--- config.mk ---
export PLATFORM = sky130hd
export DESIGN_NAME = adc_access_arbiter
export DESIGN_NICKNAME = d
export VERILOG_FILES = /design/src/rtl/adc_arb_pkg.sv /design/src/rtl/adc_access_arbiter_rr_pick.sv /design/src/rtl/adc_access_arbiter.sv
export SDC_FILE = /design/constraint.sdc
export NUM_CORES = 1
export LEC_CHECK = 0
export CAP_MARGIN = 30
export CORE_ASPECT_RATIO = 0.5
export CORE_MARGIN = 4
export CORE_UTILIZATION = 45
export DETAILED_ROUTE_END_ITERATION = 8
export DONT_BUFFER_PORTS = 1
export PLACE_DENSITY = 0.6
export SYNTH_ARGS = -nofsm -noshare
export SYNTH_HDL_FRONTEND = slang
export SYNTH_SLANG_ARGS = --single-unit
--- constraint.sdc ---
create_clock -name clk_i -period 2.7 [get_ports clk_i]
set_clock_uncertainty 0.15 [all_clocks]
set_input_delay 0.405 -clock clk_i [delete_from_list [all_inputs] [get_ports clk_i]]
set_output_delay 0.405 -clock clk_i [all_outputs]
set_load 0.05 [all_outputs]
--- src/rtl/adc_arb_pkg.sv ---
// ---------------------------------------------------------------------------
// adc_arb_pkg
//   Shared types and defaults for the ADC access arbiter.
//   - arb_state_t     : arbiter FSM states
//   - ADC_DATA_W      : default ADC sample width (two's complement)
//   - ADC_TIMEOUT_DEF : default conversion timeout in clock cycles
// ---------------------------------------------------------------------------
package adc_arb_pkg;

  typedef enum logic [2:0] {
    IDLE    = 3'd0,
    REQ     = 3'd1,
    WAIT    = 3'd2,
    DONE    = 3'd3,
    RELEASE = 3'd4
  } arb_state_t;

  localparam int ADC_DATA_W      = 12;
  localparam int ADC_TIMEOUT_DEF = 64;

endpackage : adc_arb_pkg

--- src/rtl/adc_access_arbiter_rr_pick.sv ---
// ---------------------------------------------------------------------------
// rr_pick
//   Combinational round-robin select: picks the lowest set request bit at or
//   above the pointer, wrapping to the lowest set bit overall if none is.
//   Ports:
//     req_i  in   NUM_REQ  request vector
//     ptr_i  in   IDX_W    round-robin pointer (highest-priority index)
//     gnt_o  out  NUM_REQ  one-hot pick (all zero when req_i is zero)
//     idx_o  out  IDX_W    binary index of the pick (0 when req_i is zero)
// ---------------------------------------------------------------------------
module rr_pick #(
  parameter int NUM_REQ = 4,
  parameter int IDX_W   = $clog2(NUM_REQ)
) (
  input  logic [NUM_REQ-1:0] req_i,
  input  logic [IDX_W-1:0]   ptr_i,
  output logic [NUM_REQ-1:0] gnt_o,
  output logic [IDX_W-1:0]   idx_o
);

  logic [NUM_REQ-1:0] masked;
  logic [NUM_REQ-1:0] cand;

  // NOTE: every variable written here gets a default first, so no path
  // through the block leaves it unassigned and no latch is inferred.
  always_comb begin
    masked = '0;
    for (int i = 0; i < NUM_REQ; i++) begin
      masked[i] = req_i[i] && (IDX_W'(i) >= ptr_i);
    end
    // Nothing at or above the pointer: wrap around to the full vector.
    cand = (|masked) ? masked : req_i;

    idx_o = '0;
    // Scan downwards so the lowest set bit is the last one written.
    for (int i = NUM_REQ - 1; i >= 0; i--) begin
      if (cand[i]) idx_o = IDX_W'(i);
    end
    // Isolate the lowest set bit.
    gnt_o = cand & ~(cand - 1'b1);
  end

endmodule : rr_pick

--- src/rtl/adc_access_arbiter.sv ---
// ---------------------------------------------------------------------------
// adc_access_arbiter
//   Shares one single-channel ADC between NUM_REQ requesters. Grants one
//   requester at a time (round-robin), runs the req/rdy conversion handshake
//   for it and returns the captured signed sample with a completion pulse.
//   All outputs come straight from registers.
//   Ports:
//     clk_i           in   1        system clock
//     reset_i         in   1        asynchronous reset, active-high
//     req_i           in   NUM_REQ  level request, one bit per requester
//     gnt_o           out  NUM_REQ  one-hot grant, held for the transaction
//     done_o          out  NUM_REQ  one-cycle completion pulse
//     timeout_o       out  1        one-cycle abort pulse, coincident with done_o
//     data_o          out  DATA_W   last captured sample (shared, held)
//     busy_o          out  1        arbiter not idle
//     adc_data_req_o  out  1        one-cycle conversion start pulse
//     adc_data_rdy_i  in   1        ADC data ready level
//     adc_data_i      in   DATA_W   ADC sample, stable while ready is high
// ---------------------------------------------------------------------------
module adc_access_arbiter
  import adc_arb_pkg::*;
#(
  parameter int NUM_REQ = 4,
  parameter int DATA_W  = ADC_DATA_W,
  parameter int TIMEOUT = ADC_TIMEOUT_DEF
) (
  input  logic               clk_i,
  input  logic               reset_i,
  input  logic [NUM_REQ-1:0] req_i,
  output logic [NUM_REQ-1:0] gnt_o,
  output logic [NUM_REQ-1:0] done_o,
  output logic               timeout_o,
  output logic [DATA_W-1:0]  data_o,
  output logic               busy_o,
  output logic               adc_data_req_o,
  input  logic               adc_data_rdy_i,
  input  logic [DATA_W-1:0]  adc_data_i
);

  localparam int IDX_W = $clog2(NUM_REQ);
  localparam int TMR_W = $clog2(TIMEOUT);

  arb_state_t         state_q,   state_d;
  logic [TMR_W-1:0]   timer_q,   timer_d;
  logic [IDX_W-1:0]   ptr_q,     ptr_d;
  logic [IDX_W-1:0]   idx_q,     idx_d;
  logic [NUM_REQ-1:0] gnt_q,     gnt_d;
  logic [NUM_REQ-1:0] done_q,    done_d;
  logic               timeout_q, timeout_d;
  logic [DATA_W-1:0]  data_q,    data_d;
  logic               adc_req_q, adc_req_d;
  logic               rdy_q;

  logic [NUM_REQ-1:0] pick_gnt;
  logic [IDX_W-1:0]   pick_idx;
  logic               rdy_rise;
  logic               tmr_last;

  rr_pick #(
    .NUM_REQ (NUM_REQ),
    .IDX_W   (IDX_W)
  ) u_rr_pick (
    .req_i (req_i),
    .ptr_i (ptr_q),
    .gnt_o (pick_gnt),
    .idx_o (pick_idx)
  );

  // Only a fresh rising edge counts; a level already high on WAIT entry is
  // stale data from an earlier conversion.
  assign rdy_rise = adc_data_rdy_i & ~rdy_q;
  assign tmr_last = (timer_q == TMR_W'(TIMEOUT - 1));

  // State register and all output/data registers.
  // NOTE: sequential state uses non-blocking assignments so every register
  // samples the pre-edge values regardless of statement order.
  always_ff @(posedge clk_i or posedge reset_i) begin
    if (reset_i) begin
      state_q   <= IDLE;
      timer_q   <= '0;
      ptr_q     <= '0;
      idx_q     <= '0;
      gnt_q     <= '0;
      done_q    <= '0;
      timeout_q <= 1'b0;
      data_q    <= '0;
      adc_req_q <= 1'b0;
      rdy_q     <= 1'b0;
    end else begin
      state_q   <= state_d;
      timer_q   <= timer_d;
      ptr_q     <= ptr_d;
      idx_q     <= idx_d;
      gnt_q     <= gnt_d;
      done_q    <= done_d;
      timeout_q <= timeout_d;
      data_q    <= data_d;
      adc_req_q <= adc_req_d;
      rdy_q     <= adc_data_rdy_i;
    end
  end

  // Next-state logic and conversion timer.
  always_comb begin
    state_d = state_q;
    timer_d = timer_q;
    unique case (state_q)
      IDLE: begin
        if (|req_i) state_d = REQ;
      end
      REQ: begin
        timer_d = '0;
        state_d = WAIT;
      end
      WAIT: begin
        if (rdy_rise || tmr_last) begin
          state_d = DONE;
        end else begin
          timer_d = timer_q + 1'b1;
        end
      end
      DONE: begin
        state_d = RELEASE;
      end
      RELEASE: begin
        // Wait for ready to drop so the next conversion sees a clean edge.
        if (!adc_data_rdy_i) state_d = IDLE;
      end
      default: begin
        state_d = IDLE;
      end
    endcase
  end

  // Next values of the registered outputs, pointer and granted index.
  always_comb begin
    gnt_d     = gnt_q;
    idx_d     = idx_q;
    ptr_d     = ptr_q;
    data_d    = data_q;
    adc_req_d = 1'b0;
    done_d    = '0;
    timeout_d = 1'b0;
    unique case (state_q)
      IDLE: begin
        if (|req_i) begin
          gnt_d     = pick_gnt;
          idx_d     = pick_idx;
          adc_req_d = 1'b1;
        end
      end
      WAIT: begin
        if (rdy_rise) begin
          // An edge on the final timer cycle still wins over the abort.
          data_d = adc_data_i;
          done_d = gnt_q;
        end else if (tmr_last) begin
          done_d    = gnt_q;
          timeout_d = 1'b1;
        end
      end
      DONE: begin
        gnt_d = '0;
        ptr_d = (idx_q == IDX_W'(NUM_REQ - 1)) ? '0 : idx_q + 1'b1;
      end
      default: begin
      end
    endcase
  end

  assign gnt_o          = gnt_q;
  assign done_o         = done_q;
  assign timeout_o      = timeout_q;
  assign data_o         = data_q;
  assign adc_data_req_o = adc_req_q;
  assign busy_o         = (state_q != IDLE);

endmodule : adc_access_arbiter

; Word level (Yosys, flattened, before mapping)
; Index checks and enable logic that the tools add are counted.
[op_classes]
n_eq_ne = 10
n_lt_le_gt_ge = 4
mux = 22
n_addsub = 3
bitwise = 4
reduce_logical = 16
[ops]
columns = cell, n
row1 = two-way mux 4 bit, 5
row2 = one-hot mux 3 bit (5 select lines), 1
row3 = one-hot mux 6 bit (2 select lines), 1
row4 = two-way mux 2 bit, 5
row5 = two-way mux 3 bit, 3
row6 = "inequality test 2 bit, second input constant", 4
row7 = one-hot mux 4 bit (2 select lines), 1
row8 = AND reduction 2 bit, 4
row9 = OR reduction 4 bit, 2
row10 = "adder 6 x 1 -> 6 bit, second input constant", 1
row11 = "== test 3 x 2 -> 1 bit, second input constant", 2
row12 = "== test 6 bit, second input constant", 1
row13 = two-way mux 6 bit, 1
row14 = two-way mux 1 bit, 5
row15 = AND 4 bit, 1
row16 = ">= comparator 1 x 2 -> 1 bit, first input constant", 2
row17 = ">= comparator 2 bit, first input constant", 2
row18 = logical AND 1 bit, 4
row19 = inverter 4 bit, 1
row20 = nonzero test 2 bit, 2
row21 = "subtractor 4 x 1 -> 4 bit, second input constant", 1
row22 = "== test 3 x 1 -> 1 bit, second input constant", 1
row23 = "== test 3 bit, second input constant", 1
row24 = zero test 3 bit, 1
row25 = other kinds (7), 7
[totals]
out_inout_bits = 23
in_bits = 19
elab_cells = 69
register_bits = 36

; Logic depth before layout (Yosys ltp)
; Gate-level depths: netlist of the first run.
[depth]
word_depth = 9
depth_mapped = 6
ltp_nobuf = 5

; Cells and area by module
; From an unflattened synthesis of the first run, not the netlist that was laid out.
[hier_totals]
hier_cells = 146
area_unflattened_um2 = 1764.2
[modules_own_cells]
columns = mod, area_per_inst_um2, instances, cells_each, seq_area_each_um2
row1 = adc_access_arbiter, 1576.5, 1, 116, 900.9
row2 = rr_pick, 187.7, 1, 30, 0.0

; Worst setup path after synthesis of the first run
; OpenSTA, ideal clock, no wires.
[synth_path]
path_kind = register to register
from = reg state_q[0]
to = reg timer_q[3]
setup_ps = 77
required_time_ps = 2473
n_path_buf = 2
period_less_slack_ps = 2039
arrival_ps = 1812
path_stages_with_launch = 7
setup_slack_ps = 661
cell_sequence = dfrtp_1 > buf_6 > or3b_1 > buf_2 > a311o_1 > or3_1 > a21oi_1
[synth_between]
elab_chain_cells = 3
elab_cells_between_ends = 6
classes_between = eq/ne: 3 / mux: 1 / reduce/logical: 2
[synth_rtl]
columns = item, line_no
row1 = "start, declared", adc_access_arbiter.sv:43  ; arb_state_t state_q, state_d;
row2 = "start signal, assigned", adc_access_arbiter.sv:90  ; state_q <= state_d;
row3 = == test 3 x 2 -> 1 bit / == test 3 x 1 -> 1 bit (equally long branches), adc_access_arbiter.sv:107  ; unique case (state_q)
row4 = inequality test 2 bit (no line) / nonzero test 2 bit (equally long branches), -
row5 = AND reduction 2 bit (no line), -
row6 = "end signal, assigned", adc_access_arbiter.sv:91  ; timer_q <= timer_d;
row7 = "end, declared", adc_access_arbiter.sv:44  ; logic [TMR_W-1:0] timer_q, timer_d;
; Parallel ways exist; a longest one is shown, timed or not.
; A chain may end at the register's enable or synchronous reset.

; Worst setup path in the final report of the first run
[layout_path]
from = reg state_q[1]
to = reg timer_q[3]
; Same word-level chain as after synthesis.

==> results.yml, run 1 <==
cts:
  cts-root-buf: "clkbuf_8"
  numCtsBuffers: 5
  cts_tree: "done"
  h-tree-depth: 2
  cts_sinks: 36
  ctsResizeCount: 0
  clock_latency_ns: 0.28
  clkTransAtPathRegs_ns: 0.07
  post_cts_buffers: 0
  ctsHoldBuffers: 2
  clockBufferDepth: 2
timing:
  tightest_slew_ns: 0.732
  slew_headroom: 0.512
  fin_hold_ws_ns: 0.119
  setup_viol: 0
  setup_tns_ns: 0
  hold_viol_final: 0
  fmax_ghz: 0.476
  rsz0062_at_grt: "no"
  fin_crit_ns: 2.10
  finalCritPeriodShare: 0.778
  slew_violations: 0
die:
  start_util: 0.494
  rows: 14
  coreArea_mm2: 0.00315
  die_area_mm2: 0.00453
  io_pins: 42
  die_h_um: 49.6
  die_w_um: 91.2
synthesis:
  ys_seq_area_frac: 0.578
  synth_seq_cells: 36
  synth_edf_count: 0
  synth_top_area_share: 0.578
  async_reset_ff_frac: 1.00
  yosys-top-cells-area: "dfrtp_1 58%, mux2_2 9.4%, nand2_1 2.9%, and2_1 2.0%, a32o_1 1.9%"
  synth_cells: 128
  synth_area_mm2: 0.00156
  synth_cell_types: 40
  syn_area_per_cell_um2: 12.2
  yosysWarnings: 0
  syn-num-nets: 149
  synth_top_area_cell: "dfrtp_1"
  ys.flop_type: "dfrtp_1"
finish:
  final_util: 0.560
  drive_gt1_frac: 0.178
  design_area_mm2: 0.00177
  nFillCells: 270
  fin_nets: 155
  n_antenna_cell: 0
  syn_to_final_growth_pct: 13.3
power_and_ir_drop:
  total_power_w: 0.00252
  p_sw_w: 0.00108
  p_int_w: 0.00144
  swShare: 0.428
  power_frac_seq: 0.537
  vdd_drop_max_mv: 0.518
  leakage_nw: 0.807
  power_density_mw_per_mm2: 1430
  clockPowerShare: 0.258
  combinationalPowerShare: 0.205
grt:
  overflow: 0
  grt.met1_usage: 0.154
  grt-busiest-layer: "met2"
  grt_pass1_wl_um: 4730
  grt_antenna_before_repair: 0
  use_met2: 0.228
  grt_usage: 0.134
  grt_pass1_vias: 1011
  use_met3: 0.0638
  grt_max_degree: 37
place:
  portBuffers: 0
  gp_congestion: 0.683
  dpl_cell_area_mm2: 0.00159
  hpwl_um: 2040
worst_setup_path:
  cp-start-kind: "flop"
  required_ns: 2.76
  crit_type: "flop to flop"
  critPathArrivalTime_ns: 2.16
  cp_max_fo: 9
  end_kind: "flop"
route:
  vias: 974
  firstDrtPassIters: 4
  drc: 0
  drt_iter0_markers: 28
  avgViaCountPerCell: 5.57
  finalWirelength_um: 2780
  wire_per_inst_um: 15.9
  ant_nets: 0
outcome:
  outcome: "finished clean"
hold_path:
  hold_path.class: "input pin to flop"
run:
  cap_violations: 0
[per-stage QoR]
step           cells  setup slack [ns]
3_3_place_gp     165             0.658
3_5_place_dp     165             0.614
6_report         175             0.600
5_1_grt          175             0.472
2_1_floorplan    128             0.661
4_1_cts          175             0.599
[final timing paths]
kind | start | to | slack (ns) | cells after the start
worst min register to register | timer_q[2]$_DFFE_PP0P_ | timer_q[2]$_DFFE_PP0P_ | 0.35 | 1
worst max register to register | state_q[1]$_DFFE_PP0P_ | timer_q[3]$_DFFE_PP0P_ | 0.60 | 4
max in group asynchronous | reset_i | data_o[1]$_DFFE_PP0P_ | 1.57 | 3
min in group asynchronous | reset_i | done_o[0]$_DFF_PP0_ | 0.52 | 3
worst max-delay path | state_q[1]$_DFFE_PP0P_ | timer_q[3]$_DFFE_PP0P_ | 0.60 | 4
worst min-delay path | adc_data_i[2] | data_o[2]$_DFFE_PP0P_ | 0.12 | 1
[final cells by class]
cell class,count,area [um2],area share
flip-flops and latches,36,901,0.510
clock buffers,5,68.8,0.0390
clock inverters,3,90.1,0.0510
inverters,4,15.0,0.00850
well taps,40,50.0,0.0283
repair buffers,3,27.5,0.0156
multi-input cells,84,614,0.348
[cells by family (layout without fill, tap and decap cells)]
family          after synthesis  in the layout  share of synthesized area
compound gates               21             21                      0.101
simple gates                 44             44                      0.158
flops                        36             36                      0.578
fa+ha+maj                     2              2                     0.0160
xor+xnor                      1              1                    0.00562
mux                          16             16                      0.113
buf+inv                       8             15                     0.0281
[synth_stat cells, drive strengths merged (3+ instances only)]
| library cell | instances |
|---|---|
| a21oi | 4 |
| a22o | 3 |
| a32o | 3 |
| and2 | 5 |
| buf | 4 |
| dfrtp | 36 |
| inv | 4 |
| mux2 | 13 |
| mux2i | 3 |
| nand2 | 12 |
| nor2 | 4 |
| nor2b | 4 |
| nor3 | 3 |
[power by group through the flow]
stage | Clock (W) | Combinational [W] | Sequential [W]
3_3_place_gp | 0 | 0.000509 | 0.00136
2_1_floorplan | 0 | 0.000492 | 0.00130
5_1_grt | 0.000696 | 0.000579 | 0.00139
3_5_place_dp | 0 | 0.000525 | 0.00137
6_report | 0.000650 | 0.000516 | 0.00135
4_1_cts | 0.000664 | 0.000529 | 0.00136
[layout by cell type (no fill, tap or decap), drive strengths merged, types with 2 or more instances in the layout]
cell         instances
dfrtp               36
mux2                13
nand2               12
and2                 5
clkbuf               5
nor2b                4
nor2                 4
inv                  4
a21oi                4
nor3                 3
a22o                 3
a32o                 3
mux2i                3
bufinv               3
nor3b                2
nand2b               2
nand3                2
o21ai                2
ha                   2
dlygate4sd3          2
or3b                 2
[flip-flops by register name (all words and copies together) (netlist names)]
| signal | flops |
|---|---|
| adc_data_req_o | 1 |
| data_o | 12 |
| done_o | 4 |
| gnt_o | 4 |
| idx_q | 2 |
| ptr_q | 2 |
| rdy_q | 1 |
| state_q | 3 |
| timeout_o | 1 |
| timer_q | 6 |
[worst max-delay path, stage by stage (launching register included)]
cell     delay (ns)
dfrtp_1        0.49
or3b_1         0.47
a311o_1        0.42
or3_1          0.36
a21oi_1        0.14
[metal layers]
| metal | routed length [um] | share of wire |
|---|---|---|
| met1 | 1210 | 0.44 |
| met2 | 1330 | 0.48 |
| met3 | 217 | 0.078 |
| met4 | 11 | 0.0040 |
| met5 | 0 | 0 |
Power figures use the tool's default switching activity.
==> run 2: changes to the inputs <==
- PLACE_DENSITY: 0.6 -> 0.62
- clock period: 2.7 -> 1.9 ns (I/O delays scaled with it)
==> results.yml, run 2 (same netlist as run 1, synthesis figures left out) <==
route:
  finalWirelength_um: 2860
  vias: 1024
  wire_per_inst_um: 14.7
  avgViaCountPerCell: 5.28
  drt_iter0_markers: 15
  drc: 0
  firstDrtPassIters: 4
  ant_nets: 0
worst_setup_path:
  cpPeakStageDelay_ns: 0.43
  crit_type: "flop to flop"
  cp-start-kind: "flop"
  required_ns: 1.95
  worstSetupStartpoint: "state_q[0]$_DFFE_PP0P_"
  critical_path.slowest_cell: "or3b_4"
  r2r-start: "state_q[0]$_DFFE_PP0P_"
  cp_max_fo: 6
  critPathArrivalTime_ns: 1.87
  worstPathCellList: "or3b_4 -> a311o_1 -> or3_1 -> a21oi_1"
  end_kind: "flop"
finish:
  drive_gt1_frac: 0.227
  syn_to_final_growth_pct: 21.9
  largest_register_ffs: 12
  final_common_cell: "dfrtp_1"
  n_antenna_cell: 0
  design_area_mm2: 0.00190
  fin_nets: 174
  instances_no_fill: 194
  mostFrequentLayoutCells: "36 x dfrtp_1, 13 x mux2_2, 13 x dlygate4sd3_1, 12 x nand2_1, 9 x buf_4"
timing:
  finalCritPeriodShare: 0.957
  slew_violations: 0
  rsz0062_at_grt: "no"
  hold_viol_final: 0
  fmax_ghz: 0.550
  tightest_slew_ns: 0.505
  slew_headroom: 0.663
  fin_crit_ns: 1.82
  setup_viol: 0
grt:
  grt_pass1_wl_um: 4800
  grt_antenna_before_repair: 0
  grt_usage: 0.135
  overflow: 0
  grt_pass1_vias: 1055
  grt_max_degree: 37
power_and_ir_drop:
  combinationalPowerShare: 0.275
  power_density_mw_per_mm2: 1820
  total_power_w: 0.00346
  clockPowerShare: 0.185
  vdd_drop_max_mv: 0.909
  power_frac_seq: 0.540
  p_int_w: 0.00191
  swShare: 0.448
  p_sw_w: 0.00155
  leakage_nw: 0.874
cts:
  clkTransAtPathRegs_ns: 0.07
  cts-root-buf: "clkbuf_8"
  numCtsBuffers: 5
  clockBufferDepth: 2
  post_cts_buffers: 0
  clock_latency_ns: 0.28
  h-tree-depth: 2
  cts_sinks: 36
  cts_tree: "done"
outcome:
  outcome: "finished clean"
place:
  gp_congestion: 0.722
  dpl_cell_area_mm2: 0.00165
  place_inst: 173
  portBuffers: 0
  hpwl_um: 2040
run:
  cap_violations: 0
die:
  coreArea_mm2: 0.00315
  rows: 14
  die_h_um: 49.6
  io_pins: 42
  start_util: 0.494
  die_area_mm2: 0.00453
  die_w_um: 91.2
hold_path:
  hold_path.startpoint: "adc_data_i[2]"
  hold_path.class: "input pin to flop"
## run 2: cell count changes in the layout (fill, tap and decap cells not counted), moves of 2 or more
| cell | delta |
|---|---|
| dlygate4sd3_1 | +11 |
| nor3_2 | +2 |
| buf_4 | +8 |
| bufinv_16 | -2 |
| nor3_1 | -2 |
## run 2: power by group through the flow
stage,combinational (W),clock (W),sequential [W]
after floorplan,0.000706,0,0.00184
after global placement,0.000893,0,0.00188
after detailed placement,0.000911,0,0.00189
after CTS,0.000928,0.000664,0.00187
after global routing,0.00107,0.000703,0.00191
final,0.000952,0.000642,0.00187
## run 2: worst paths after layout
check                      slack, ns                      to  cells past startpoint
max in group asynchronous       0.90    idx_q[0]$_DFFE_PP0P_                      3
hold / removal                  0.01   data_o[2]$_DFFE_PP0P_                      1
hold reg to reg                 0.36  timer_q[2]$_DFFE_PP0P_                      1
setup reg to reg                0.08  timer_q[3]$_DFFE_PP0P_                      4
setup / recovery                0.08  timer_q[3]$_DFFE_PP0P_                      4
min in group asynchronous       0.39  data_o[10]$_DFFE_PP0P_                      3
## run 2: critical path, delay by kind of cell (launching register included)
family | cells | cell delay [ns]
AO/OA/AOI/OAI | 2 | 0.46
flip-flops | 1 | 0.38
AND/OR/NAND/NOR | 2 | 0.75
## run 2: layer usage
layer  global-route usage  routed length (um)
met3               0.0669                 261
met5                    0                   0
met1                0.169                1380
met4               0.0450                  21
met2                0.205                1200
## run 2: stage by stage
step            util  setup WS [ns]  TNS, ns  hold slack (ns)
2_1_floorplan      -        -0.0386  -0.0670            0.166
3_3_place_gp   0.523         0.0835        0            0.154
3_5_place_dp   0.523         0.0371        0            0.160
4_1_cts        0.589         0.0362        0         0.000247
5_1_grt        0.603         0.0321        0          0.00279
6_report       0.603         0.0819        0          0.00956
## run 2: what timing repair did
item | CTS | global route
hold buffers | 10 | 3
endpoints found under the hold margin | 46 | 3
endpoints found under the setup margin | 0 | 3
resized for setup | 0 | 4
## run 2: area by class of cell
| cell class | instances | area [um2] |
|---|---|---|
| inverters | 4 | 15.0 |
| fillers | 252 | 1250 |
| well taps | 40 | 50.0 |
| clock buffers | 6 | 72.6 |
| multi-input cells | 84 | 629 |
| flip-flops and latches | 36 | 901 |
| clock inverters | 2 | 35.0 |
| repair buffers | 22 | 198 |
==> run 3: changes to the inputs <==
- CORE_MARGIN: 4 -> 10
- SLEW_MARGIN: not set -> 20
==> results.yml, run 3 (same netlist as run 1, synthesis figures left out) <==
worst_setup_path:
  r2r-start: "state_q[0]$_DFFE_PP0P_"
  cp_max_fo: 6
  required_ns: 1.96
  cp-start-kind: "flop"
  rrSetupSlack_ns: 0.10
  worstRegToRegCells: 4
  timing.rr.end: "timer_q[3]$_DFFE_PP0P_"
  end_kind: "flop"
  crit_type: "flop to flop"
  critPathArrivalTime_ns: 1.86
finish:
  design_area_mm2: 0.00191
  largest_register_ffs: 12
  fin_nets: 175
  mostFrequentLayoutCells: "36 x dfrtp_1, 14 x dlygate4sd3_1, 13 x mux2_2, 12 x nand2_1, 9 x buf_4"
  drive_gt1_frac: 0.219
  instances_no_fill: 195
  syn_to_final_growth_pct: 22.2
  n_antenna_cell: 0
  final_common_cell: "dfrtp_1"
power_and_ir_drop:
  p_int_w: 0.00191
  p_sw_w: 0.00156
  leakage_nw: 0.878
  power_density_mw_per_mm2: 1820
  clockPowerShare: 0.187
  swShare: 0.449
  power_frac_seq: 0.543
  vdd_drop_max_mv: 0.902
  combinationalPowerShare: 0.270
die:
  die_area_mm2: 0.00636
  die_h_um: 61.6
  rows: 14
  start_util: 0.494
  coreArea_mm2: 0.00315
  io_pins: 42
  die_w_um: 103
timing:
  setup_tns_ns: 0
  rsz0062_at_grt: "no"
  fmax_ghz: 0.556
  tightest_slew_ns: 0.515
  setup_ws_ns: 0.100
  hold_viol_final: 0
  setup_viol: 0
  slew_headroom: 0.656
  fin_crit_ns: 1.80
  slew_violations: 0
  finalCritPeriodShare: 0.947
route:
  ant_nets: 0
  wire_per_inst_um: 16.1
  avgViaCountPerCell: 5.39
  finalWirelength_um: 3140
  drt_iter0_markers: 24
  firstDrtPassIters: 4
  drc: 0
  vias: 1051
place:
  dpl_cell_area_mm2: 0.00165
  dpl_worst_slack_ns: 0.0360
  gp_congestion: 0.746
  place_inst: 173
  hpwl_um: 2260
  portBuffers: 0
hold_path:
  hold_path.class: "input pin to flop"
  holdPathEnd: "gnt_o[1]$_DFFE_PP0P_"
  hold_path.startpoint: "req_i[1]"
  min_path_cells: 1
grt:
  grt_max_degree: 37
  grt_antenna_before_repair: 0
  grt_pass1_wl_um: 5000
  overflow: 0
  grt_usage: 0.103
  grt_pass1_vias: 1031
cts:
  cts_tree: "done"
  clockBufferDepth: 2
  post_cts_buffers: 0
  cts_sinks: 36
  clock_latency_ns: 0.28
  cts-root-buf: "clkbuf_8"
  h-tree-depth: 2
  clkTransAtPathRegs_ns: 0.07
  numCtsBuffers: 5
run:
  cap_violations: 0
outcome:
  outcome: "finished clean"
-- run 3: changes by cell type in the layout (fill, tap and decap cells not counted), sizes merged --
cell,delta
dlygate4sd3,+1
-- run 3: metrics by stage --
stage / hold WS (ns) / utilization / power [W]
final: 0.0140 / 0.604 / 0.00347
after global routing: 0.00545 / 0.604 / 0.00369
after CTS: 0.00924 / 0.602 / 0.00349
after detailed placement: 0.157 / 0.523 / 0.00281
after global placement: 0.154 / 0.523 / 0.00279
after floorplan: 0.166 / - / 0.00255
-- run 3: final cells by class --
| cell class | count | area (um2) |
|---|---|---|
| clock buffers | 6 | 72.6 |
| clock inverters | 2 | 35.0 |
| fillers | 243 | 1250 |
| inverters | 4 | 15.0 |
| multi-input cells | 84 | 624 |
| flip-flops and latches | 36 | 901 |
| well taps | 40 | 50.0 |
| repair buffers | 23 | 208 |
-- run 3: power groups by stage --
| stage | logic (W) | registers (W) | clock network (W) |
|---|---|---|---|
| 6_report | 0.000938 | 0.00188 | 0.000650 |
| 5_1_grt | 0.00105 | 0.00193 | 0.000710 |
| 4_1_cts | 0.000928 | 0.00189 | 0.000670 |
| 3_5_place_dp | 0.000902 | 0.00191 | 0 |
| 3_3_place_gp | 0.000893 | 0.00189 | 0 |
| 2_1_floorplan | 0.000706 | 0.00184 | 0 |
-- run 3: timing repair --
item / in CTS / in global routing
setup endpoints to repair: 0 / 3
endpoints found under the hold margin: 50 / 0
hold buffers: 14 / 0
gates resized for setup: 0 / 3
-- run 3: worst max-delay path: stages (launching register included) --
cell and delay, ns:
dfrtp_1 0.38, or3b_4 0.43, a311o_1 0.33, or3_1 0.32, a21oi_1 0.12
-- run 3: worst max path at each step --
stage | slack (ns) | depth (start not counted) | from | to
floorplan | -0.04 | 6 | state_q[0]$_DFFE_PP0P_ | timer_q[3]$_DFFE_PP0P_
global placement | 0.08 | 5 | timer_q[0]$_DFFE_PP0P_ | timer_q[3]$_DFFE_PP0P_
detailed placement | 0.04 | 5 | timer_q[0]$_DFFE_PP0P_ | timer_q[3]$_DFFE_PP0P_
CTS | 0.03 | 5 | timer_q[0]$_DFFE_PP0P_ | timer_q[3]$_DFFE_PP0P_
global route | 0.01 | 5 | timer_q[0]$_DFFE_PP0P_ | timer_q[3]$_DFFE_PP0P_
finish | 0.10 | 4 | state_q[0]$_DFFE_PP0P_ | timer_q[3]$_DFFE_PP0P_
-- run 3: routing by layer --
layer	vias up	GRT usage	part of all wire	routed length (um)
li1	509	-	-	-
met1	496	0.118	0.41	1270
met2	41	0.153	0.45	1410
met3	5	0.0603	0.14	424
met4	0	0.0472	0.0099	31
met5	-	0	0	0
